<file path="src/rtl/e203_reset_seq_pkg.sv">
// e203_reset_seq_pkg: shared state encoding, default parameters and counter sizing
// for the staged reset sequencer. Rev 1.0
`default_nettype none

package e203_reset_seq_pkg;

  typedef enum logic [2:0] {
    ST_RESET  = 3'd0,
    ST_SYNC   = 3'd1,
    ST_REL    = 3'd2,
    ST_RUN    = 3'd3,
    ST_SWHOLD = 3'd4
  } seq_state_e;

  localparam int c_NCH_DEF      = 4;
  localparam int c_SYNC_LVL_DEF = 2;
  localparam int c_STEP_CYC_DEF = 8;
  localparam int c_HOLD_CYC_DEF = 16;

  // Wide enough to hold the largest reload value of the three delays.
  function automatic int cnt_width(input int a, input int b, input int c);
    int m;
    m = a;
    if (b > m) m = b;
    if (c > m) m = c;
    return $clog2(m + 1);
  endfunction

endpackage

`default_nettype wire

</file>
<file path="src/rtl/e203_reset_seq_cnt.sv">
// e203_reset_seq_cnt: loadable saturating down-counter with a zero flag. Rev 1.0
`default_nettype none

module e203_reset_seq_cnt #(
  parameter int W = 4
) (
  input  logic         clk,
  input  logic         rst_n,
  input  logic         load_i,
  input  logic [W-1:0] load_val_i,
  output logic         zero_o
);

  logic [W-1:0] cnt_q;
  logic [W-1:0] cnt_d;

  always_comb begin
    cnt_d = cnt_q;
    if (load_i) begin
      cnt_d = load_val_i;
    end else if (cnt_q != '0) begin
      cnt_d = cnt_q - W'(1);
    end
  end

  always_ff @(posedge clk) begin
    if (!rst_n) begin
      cnt_q <= '0;
    end else begin
      cnt_q <= cnt_d;
    end
  end

  assign zero_o = (cnt_q == '0);

endmodule

`default_nettype wire

</file>
<file path="src/rtl/e203_reset_seq.sv">
// e203_reset_seq: releases NCH reset domains in index order; software re-reset of a
// channel and its dependents exists only when E203_RST_SEQ_SWRST_EN is defined. Rev 1.0
`default_nettype none

module e203_reset_seq
  import e203_reset_seq_pkg::*;
#(
  parameter int NCH      = c_NCH_DEF,
  parameter int SYNC_LVL = c_SYNC_LVL_DEF,
  parameter int STEP_CYC = c_STEP_CYC_DEF,
  parameter int HOLD_CYC = c_HOLD_CYC_DEF
) (
  input  logic           clk,
  input  logic           rst_n,
  input  logic           test_mode,
  input  logic [NCH-1:0] sw_rst_req,
  output logic [NCH-1:0] rst_out_n,
  output logic           seq_busy,
  output logic           seq_done
);

  localparam int c_CNT_W = cnt_width(SYNC_LVL, STEP_CYC, HOLD_CYC);
  localparam int c_IDX_W = (NCH > 1) ? $clog2(NCH) : 1;
  localparam logic [c_CNT_W-1:0] c_SYNC_LD = c_CNT_W'(SYNC_LVL - 1);
  localparam logic [c_CNT_W-1:0] c_STEP_LD = c_CNT_W'(STEP_CYC - 1);
  localparam logic [c_IDX_W-1:0] c_LAST    = c_IDX_W'(NCH - 1);
  localparam logic [c_IDX_W-1:0] c_IDX_ONE = c_IDX_W'(1);

  seq_state_e           state_q;
  logic [c_IDX_W-1:0]   idx_q;
  logic [NCH-1:0]       rst_q;
  logic                 busy_q;
  logic                 done_q;

  logic                 w_zero;
  logic                 w_load;
  logic [c_CNT_W-1:0]   w_load_val;

`ifdef E203_RST_SEQ_SWRST_EN
  localparam logic [c_CNT_W-1:0] c_HOLD_LD = c_CNT_W'(HOLD_CYC - 1);

  logic                 w_sw_go;
  logic [c_IDX_W-1:0]   w_k;
  logic [NCH-1:0]       w_keep;

  assign w_sw_go = (|sw_rst_req) & ~test_mode;

  // k is the lowest requested channel; everything below k keeps running.
  always_comb begin
    w_k    = '0;
    w_keep = '0;
    for (int i = NCH - 1; i >= 0; i--) begin
      if (sw_rst_req[i]) w_k = c_IDX_W'(i);
    end
    for (int i = 0; i < NCH; i++) begin
      w_keep[i] = (c_IDX_W'(i) < w_k);
    end
  end
`else
  logic w_sw_unused;
  assign w_sw_unused = ^sw_rst_req;
`endif

  always_comb begin
    w_load     = 1'b0;
    w_load_val = '0;
    unique case (state_q)
      ST_RESET: begin
        w_load     = 1'b1;
        w_load_val = c_SYNC_LD;
      end
      ST_SYNC, ST_REL: begin
        if (w_zero) begin
          w_load     = 1'b1;
          w_load_val = c_STEP_LD;
        end
      end
`ifdef E203_RST_SEQ_SWRST_EN
      ST_RUN: begin
        if (w_sw_go) begin
          w_load     = 1'b1;
          w_load_val = c_HOLD_LD;
        end
      end
      ST_SWHOLD: begin
        if (w_zero) begin
          w_load     = 1'b1;
          w_load_val = c_STEP_LD;
        end
      end
`endif
      default: ;
    endcase
  end

  e203_reset_seq_cnt #(
    .W (c_CNT_W)
  ) u_cnt (
    .clk        (clk),
    .rst_n      (rst_n),
    .load_i     (w_load),
    .load_val_i (w_load_val),
    .zero_o     (w_zero)
  );

  always_ff @(posedge clk) begin
    if (!rst_n) begin
      state_q <= ST_RESET;
      idx_q   <= '0;
      rst_q   <= '0;
      busy_q  <= 1'b1;
      done_q  <= 1'b0;
    end else begin
      unique case (state_q)
        ST_RESET: state_q <= ST_SYNC;
        ST_SYNC: begin
          if (w_zero) begin
            rst_q[0] <= 1'b1;
            if (NCH == 1) begin
              state_q <= ST_RUN;
              busy_q  <= 1'b0;
              done_q  <= 1'b1;
            end else begin
              state_q <= ST_REL;
              idx_q   <= c_IDX_ONE;
            end
          end
        end
        ST_REL: begin
          if (w_zero) begin
            rst_q[idx_q] <= 1'b1;
            if (idx_q == c_LAST) begin
              state_q <= ST_RUN;
              busy_q  <= 1'b0;
              done_q  <= 1'b1;
            end else begin
              idx_q <= idx_q + c_IDX_ONE;
            end
          end
        end
`ifdef E203_RST_SEQ_SWRST_EN
        ST_RUN: begin
          if (w_sw_go) begin
            rst_q   <= rst_q & w_keep;
            idx_q   <= w_k;
            state_q <= ST_SWHOLD;
            busy_q  <= 1'b1;
            done_q  <= 1'b0;
          end
        end
        // idx_q holds k here, so the tail of the release reuses the REL walk.
        ST_SWHOLD: begin
          if (w_zero) begin
            rst_q[idx_q] <= 1'b1;
            if (idx_q == c_LAST) begin
              state_q <= ST_RUN;
              busy_q  <= 1'b0;
              done_q  <= 1'b1;
            end else begin
              idx_q   <= idx_q + c_IDX_ONE;
              state_q <= ST_REL;
            end
          end
        end
`else
        ST_RUN: ;
`endif
        default: state_q <= ST_RESET;
      endcase
    end
  end

  assign rst_out_n = test_mode ? {NCH{rst_n}} : rst_q;
  assign seq_busy  = busy_q;
  assign seq_done  = done_q;

endmodule

`default_nettype wire

</file>
<file path="config.mk">
export PLATFORM = sky130hd
export DESIGN_NAME = e203_reset_seq
export DESIGN_NICKNAME = d
export VERILOG_FILES = /design/src/rtl/e203_reset_seq_pkg.sv /design/src/rtl/e203_reset_seq_cnt.sv /design/src/rtl/e203_reset_seq.sv
export SDC_FILE = /design/constraint.sdc
export NUM_CORES = 1
export LEC_CHECK = 0
export CAP_MARGIN = 40
export CORE_MARGIN = 1.5
export CORE_UTILIZATION = 45
export CTS_CLUSTER_SIZE = 12
export DETAILED_ROUTE_END_ITERATION = 7
export GPL_TIMING_DRIVEN = 0
export PLACE_DENSITY = 0.75
export SKIP_LAST_GASP = 1
export SLEW_MARGIN = 20
export SYNTH_ARGS = -nofsm -noshare
export SYNTH_HDL_FRONTEND = slang
export SYNTH_SLANG_ARGS = --single-unit
</file>
<file path="constraint.sdc">
create_clock -name clk -period 1.85 [get_ports clk]
set_input_delay 0.4625 -clock clk [delete_from_list [all_inputs] [get_ports clk]]
set_output_delay 0.4625 -clock clk [all_outputs]
set_load 0.01 [all_outputs]
</file>
; ---- After elaboration in Yosys (flattened, before gate mapping)
; Cells that the tools add are included.
[op_classes]
magnitude_cmp = 2
reduce_logical = 12
n_addsub = 2
bitwise_logic = 2
n_eq_ne = 8
mux = 20
[ops]
columns = cell, count
row1 = $mux W3, 4
row2 = $pmux W3 S4, 1
row3 = $mux W5, 2
row4 = $reduce_and A4 Y1, 2
row5 = $eq A3 B2 Y1 const B, 2
row6 = $mux W2, 3
row7 = $pmux W3 S2, 1
row8 = $reduce_and A3 Y1, 2
row9 = $logic_not A5 Y1, 1
row10 = $reduce_bool A5 Y1, 1
row11 = $sub A5 B1 Y5 const B, 1
row12 = $mux W1, 4
row13 = $mux W4, 1
row14 = $ne A2 B1 Y1 const B, 2
row15 = $ne A2 B2 Y1 const B, 2
row16 = $or A4 B4 Y4, 1
row17 = $pmux W1 S2, 2
row18 = $pmux W2 S2, 1
row19 = $reduce_bool A2 Y1, 2
row20 = $eq A3 B1 Y1 const B, 1
row21 = $logic_not A3 Y1, 1
row22 = $lt A2 B3 Y1 const B, 1
row23 = $add A2 B1 Y2 const B, 1
row24 = $demux W1 S2, 1
row25 = other kinds (6), 6
[word_totals]
wordCells = 53
input_bits = 7
output_inout_bits = 6
ff_bits = 16

; ---- Logic depth before layout (Yosys ltp)
[logic_depth]
depth_word = 7
ltp_mapped = 7
ltp_nobuf = 6

; ---- Hierarchy
; From an unflattened synthesis, not the netlist that was laid out.
[hier_totals]
hier_cells = 105
hier_area_um2 = 895.9
[by_module_without_submodules]
columns = module, n_inst, seq_area_each_um2, cells_each, area_per_inst_um2
row1 = e203_reset_seq, 1, 200.2, 71, 595.6
row2 = e203_reset_seq_cnt, 1, 100.1, 34, 300.3

; ---- Worst setup path before layout
; No wires, ideal clock.
[synth_path]
path_type = reg2reg
startpoint = register u_cnt.cnt_q[0]
endpoint = register state_q[0]
synth_period_minus_slack_ns = 1.785
arrival_ns = 1.727
required_ns = 1.792
path_buffers = 1
setup_time_ns = 0.058
path_stages_with_launch = 8
path_slack_ns = 0.065
path_cell_list = dfxtp_1 > inv_1 > ha_1 > or4b_1 > buf_6 > a211o_1 > a211oi_2 > o21a_1
[synth_between]
elab_chain_cells = 3
word_cells_on_any_way = 4
cone_classes = eq/ne: 2 / reduce/logical: 2
[synth_rtl]
columns = element, line
row1 = "start, declared", e203_reset_seq_cnt.sv:14  ; logic [W-1:0] cnt_q;
row2 = "start signal, assigned", e203_reset_seq_cnt.sv:30  ; cnt_q <= cnt_d;
row3 = $logic_not A5 Y1 (*), e203_reset_seq_cnt.sv:34  ; assign zero_o = (cnt_q == '0);
row4 = $ne A2 B1 Y1 (no line), n/a
row5 = $reduce_and A4 Y1 (no line) (*), n/a
row6 = "end signal, assigned", e203_reset_seq.sv:108  ; state_q <= ST_RESET;
row7 = "end signal, assigned", e203_reset_seq.sv:115  ; ST_RESET: state_q <= ST_SYNC;
row8 = "end signal, assigned", e203_reset_seq.sv:120  ; state_q <= ST_RUN;
row9 = "end, declared", e203_reset_seq.sv:29  ; seq_state_e state_q;
; Mark *: on every way between the ends. The rest lies on a longest branch, timed or not.
; A chain may end at the register's enable or synchronous reset.

; ---- Worst setup path in the final report
; Ends and elaborated chain as after synthesis.

==> qor_table.md <==
| Result | This run | Unit |
|---|---|---|
| Count of input and output buffers | 8 | - |
| Most frequent cells in the layout | sky130_fd_sc_hd__dfxtp_1 (13), sky130_fd_sc_hd__inv_1 (10), sky130_fd_sc_hd__o21ai_0 (9), sky130_fd_sc_hd__ha_1 (9), sky130_fd_sc_hd__nand3_1 (7) | - |
| Number of distinct library cells after synthesis | 29 | - |
| Most common cell after layout, fill and taps aside | sky130_fd_sc_hd__dfxtp_1 | - |
| Post-synthesis compound-gate area fraction | 0.212 | - |
| Boundary Pins | 13 | - |
| Die span in x | 47.3 | um |
| Remaining antenna violation count after routing | 0 | - |
| Endpoint of the most critical register-to-register path | state_q[0]$_SDFFE_PN0P_ | - |
| Pre-Repair DR Iteration Count | 4 | - |
| Critical R2R Launch | u_cnt.cnt_q[0]$_SDFFE_PN0P_ | - |
| Post-Syn Area per Cell | 8.58 | um2 |
| Final Hold Violating Endpoints | 0 | - |
| Residual DRC | 0 | - |
| M3 GR Usage | 0.0385 | - |
| Maximum number of pins on one net before global-route repair | 11 | - |
| Post-CTS Hold Buffers | 0 | - |
| Final count of negative-setup-slack endpoints | 0 | - |
| Crit path capture | state_q[0]$_SDFFE_PN0P_ | - |
| Met1 usage | 0.200 | - |
| Final RePlAce weighted congestion | 0.728 | - |
| Global Route met2 Usage | 0.273 | - |
| Setup slack of the most critical reg-to-reg path | 50 | ps |
| Fmax | 555 | MHz |
| Critical path startpoint category | flip-flop | - |
| Sequential element share of the synthesized area | 0.340 | - |
| Clock tree from TritonCTS | built | - |
| Ys Warns | 0 | - |
| Total global routing track utilization | 0.172 | - |
| Worst Path Required | 2090 | ps |
| Netlist Area Pre-Place | 883 | um2 |
| Mux cell area share after synthesis | 0.0113 | - |
| Number of flops mapped to enable cells by yosys | 0 | - |
| Standard-cell rows | 15 | - |
| CP Cell Sequence | inv_2, ha_4, or4b_4, buf_6, a211o_1, a211oi_2, o21a_1 | - |
| Final Instance Count excl. Fillers | 141 | - |
| Initial core utilization | 0.495 | - |
| Result of the run | finished, final reports clean | - |
| Adder and majority gate portion of the synthesized area | 0.142 | - |
| Worst hold-check path type | flip-flop to flip-flop | - |
| Critical path origin | u_cnt.cnt_q[0]$_SDFFE_PN0P_ | - |
| Worst hold-check slack | 468 | ps |
| Length in cells of the worst reg-to-reg path | 7 | - |
| Number of sinks on the clock net | 15 | - |
| Buffers from clock root to sink, at most | 2 | - |
| Max Cap Viol | 0 | - |
| Post-synth ARST share | 0 | - |
| Layout Nets | 134 | - |
| Number of DRC markers in iteration 0 | 10 | - |
| Antenna violations before repair | 0 | - |
| Power Dens Cells | 1330 | mW/mm2 |
| TritonCTS buffer count | 3 | - |
| Number of synthesized register bits | 15 | - |
| Count of final max-slew check failures | 0 | - |
| Global-route wire length before repair | 2610 | um |
| Combinational family with the most area after synthesis | simple AND/OR/NAND/NOR gates | - |
| Area of the die | 0.00224 | mm2 |
| Number of global-route vias before repair | 638 | - |
| Count of placed standard cells including taps | 136 | - |
| Category of the critical setup timing path | flip-flop to flip-flop | - |
| Insertion delay to the later sink of the worst-skew pair | 290 | ps |
| Max stage delay cell, worst path | sky130_fd_sc_hd__or4b_4 | - |
| Total leakage power | 0.425 | nW |
| Routed via count divided by cell count | 5.24 | - |
| Layout area overhead | 20.0 | % |
| Placed wire-length estimate | 1170 | um |
| Final wirelength | 1660 | um |
| Unrepaired setup endpoints after global routing | yes | - |
| VDD IR-drop max | 0.745 | mV |
| Data arrival time of the critical path | 2050 | ps |
| Portion of the clock cycle consumed by the worst path in the final layout | 0.974 | - |
| Height of the die | 47.3 | um |
| Grt peak-use layer | met2 | - |
| Xor/xnor cell area share of the yosys netlist | 0.00992 | - |
| Layout cells sized above 1 | 0.155 | - |
| Setup crit end kind | flip-flop | - |
| Synthesized net count | 120 | - |
| Post-route clock skew | 0.786 | ps |
| Maximum cell stage delay along the critical path | 460 | ps |
| Clock tree root driver cell | sky130_fd_sc_hd__clkbuf_4 | - |
| Relative slew margins | 0.649 | - |
| Average wire length per cell after detail routing | 11.7 | um |
| Core region area | 0.00178 | mm2 |
| Worst Tran Pin Value | 525 | ps |
| Worst-path clk slew | 90 | ps |
| Synth Instances | 103 | - |
| Synthesized-area fraction occupied by and/or/nand/nor cells | 0.212 | - |
| Total via count in the routed design | 739 | - |
| Ant. Diodes | 0 | - |
| Htree depth | 1 | - |
| Crit Path Max Fanout | 10 | - |
| Grt total ovfl | 0 | - |
| Dominant synthesized flop cell | sky130_fd_sc_hd__dfxtp_1 | - |
| Final min period | 1800 | ps |
[critical path, delay by kind of cell, from the launching register on]
| kind | cells | cell delay [ps] |
|---|---|---|
| compound gates | 3 | 590 |
| fa+ha+maj | 1 | 140 |
| buf+inv | 2 | 230 |
| flops | 1 | 340 |
| simple gates | 1 | 460 |
[final cells by class]
cell class	count	area, um2
Tap cell	25	31.3
Timing Repair Buffer	9	81.3
Inverter	12	45.0
Clock buffer	4	26.3
Multi-Input combinational cell	73	554
Sequential cell	15	303
Fill cell	162	723
Buffer	3	18.8
[worst min-delay path by stage]
| stage | startpoint | endpoint | slack [ps] | cells after the start |
|---|---|---|---|---|
| finish | seq_busy$_SDFFE_PN1P_ | seq_busy$_SDFFE_PN1P_ | 470 | 2 |
| global placement | seq_done$_SDFFE_PN0P_ | seq_done$_SDFFE_PN0P_ | 450 | 1 |
| global route | rst_q[3]$_SDFFE_PN0P_ | rst_q[3]$_SDFFE_PN0P_ | 490 | 1 |
| detailed placement | rst_q[3]$_SDFFE_PN0P_ | rst_q[3]$_SDFFE_PN0P_ | 450 | 1 |
| floorplan | rst_q[1]$_SDFFE_PN0P_ | rst_q[1]$_SDFFE_PN0P_ | 440 | 2 |
| CTS | rst_q[2]$_SDFFE_PN0P_ | rst_q[2]$_SDFFE_PN0P_ | 470 | 2 |
[flip-flops by register name, summed over array words and instances (netlist names)]
signal       flops
seq_done         1
idx_q            2
u_cnt.cnt_q      5
rst_q            4
seq_busy         1
state_q          2
[per-layer routing]
metal,wire (um),share of wire,up-vias
met4,27,0.016,0
met5,0,0,-
met3,48,0.029,4
met1,806,0.49,343
met2,772,0.47,13
li1,-,-,379
[cells in the mapped netlist, types with 3 or more instances]
master,n,area (um2)
sky130_fd_sc_hd__a21boi_0,5,37.5
sky130_fd_sc_hd__a21oi_1,3,15.0
sky130_fd_sc_hd__dfxtp_1,15,300
sky130_fd_sc_hd__ha_1,10,125
sky130_fd_sc_hd__inv_1,12,45.0
sky130_fd_sc_hd__nand2_1,4,15.0
sky130_fd_sc_hd__nand3_1,7,35.0
sky130_fd_sc_hd__nor2_1,5,18.8
sky130_fd_sc_hd__nor2b_1,3,18.8
sky130_fd_sc_hd__o21a_1,5,37.5
sky130_fd_sc_hd__o21ai_0,9,45.0
[report_power, final]
part	internal (W)	total, W	switching [W]
logic	0.000366	0.000749	0.000383
clock network	0.0000840	0.000199	0.000115
registers	0.000392	0.000465	0.0000732
[through the flow]
| stage | setup WS, ps | power, W | utilization | instance area, um2 | setup TNS (ps) |
|---|---|---|---|---|---|
| detailed placement | -513 | 0.00114 | 0.558 | 995 | -2040 |
| CTS | 5.41 | 0.00137 | 0.578 | 1030 | 0 |
| global route | -1.88 | 0.00154 | 0.594 | 1060 | -1.88 |
| finish | 48.5 | 0.00141 | 0.594 | 1060 | 0 |
| floorplan | 64.9 | 0.000986 | - | 883 | 0 |
| global placement | -461 | 0.00111 | 0.558 | 995 | -1890 |
[kinds of logic after synthesis]
family / Yosys count
adder cells (fa/ha/maj): 10
multiplexers: 1
AO/OA/AOI/OAI: 28
AND/OR/NAND/NOR: 33
XOR/XNOR: 1
buffers and inverters: 15
flip-flops: 15
[repair_timing]
action | CTS | global route
buffers inserted | 0 | 1
pin swaps | 1 | 1
endpoints found under the setup margin | 6 | 3
gates resized for setup | 18 | 5
No activity file was read; power rests on OpenSTA's default activity.
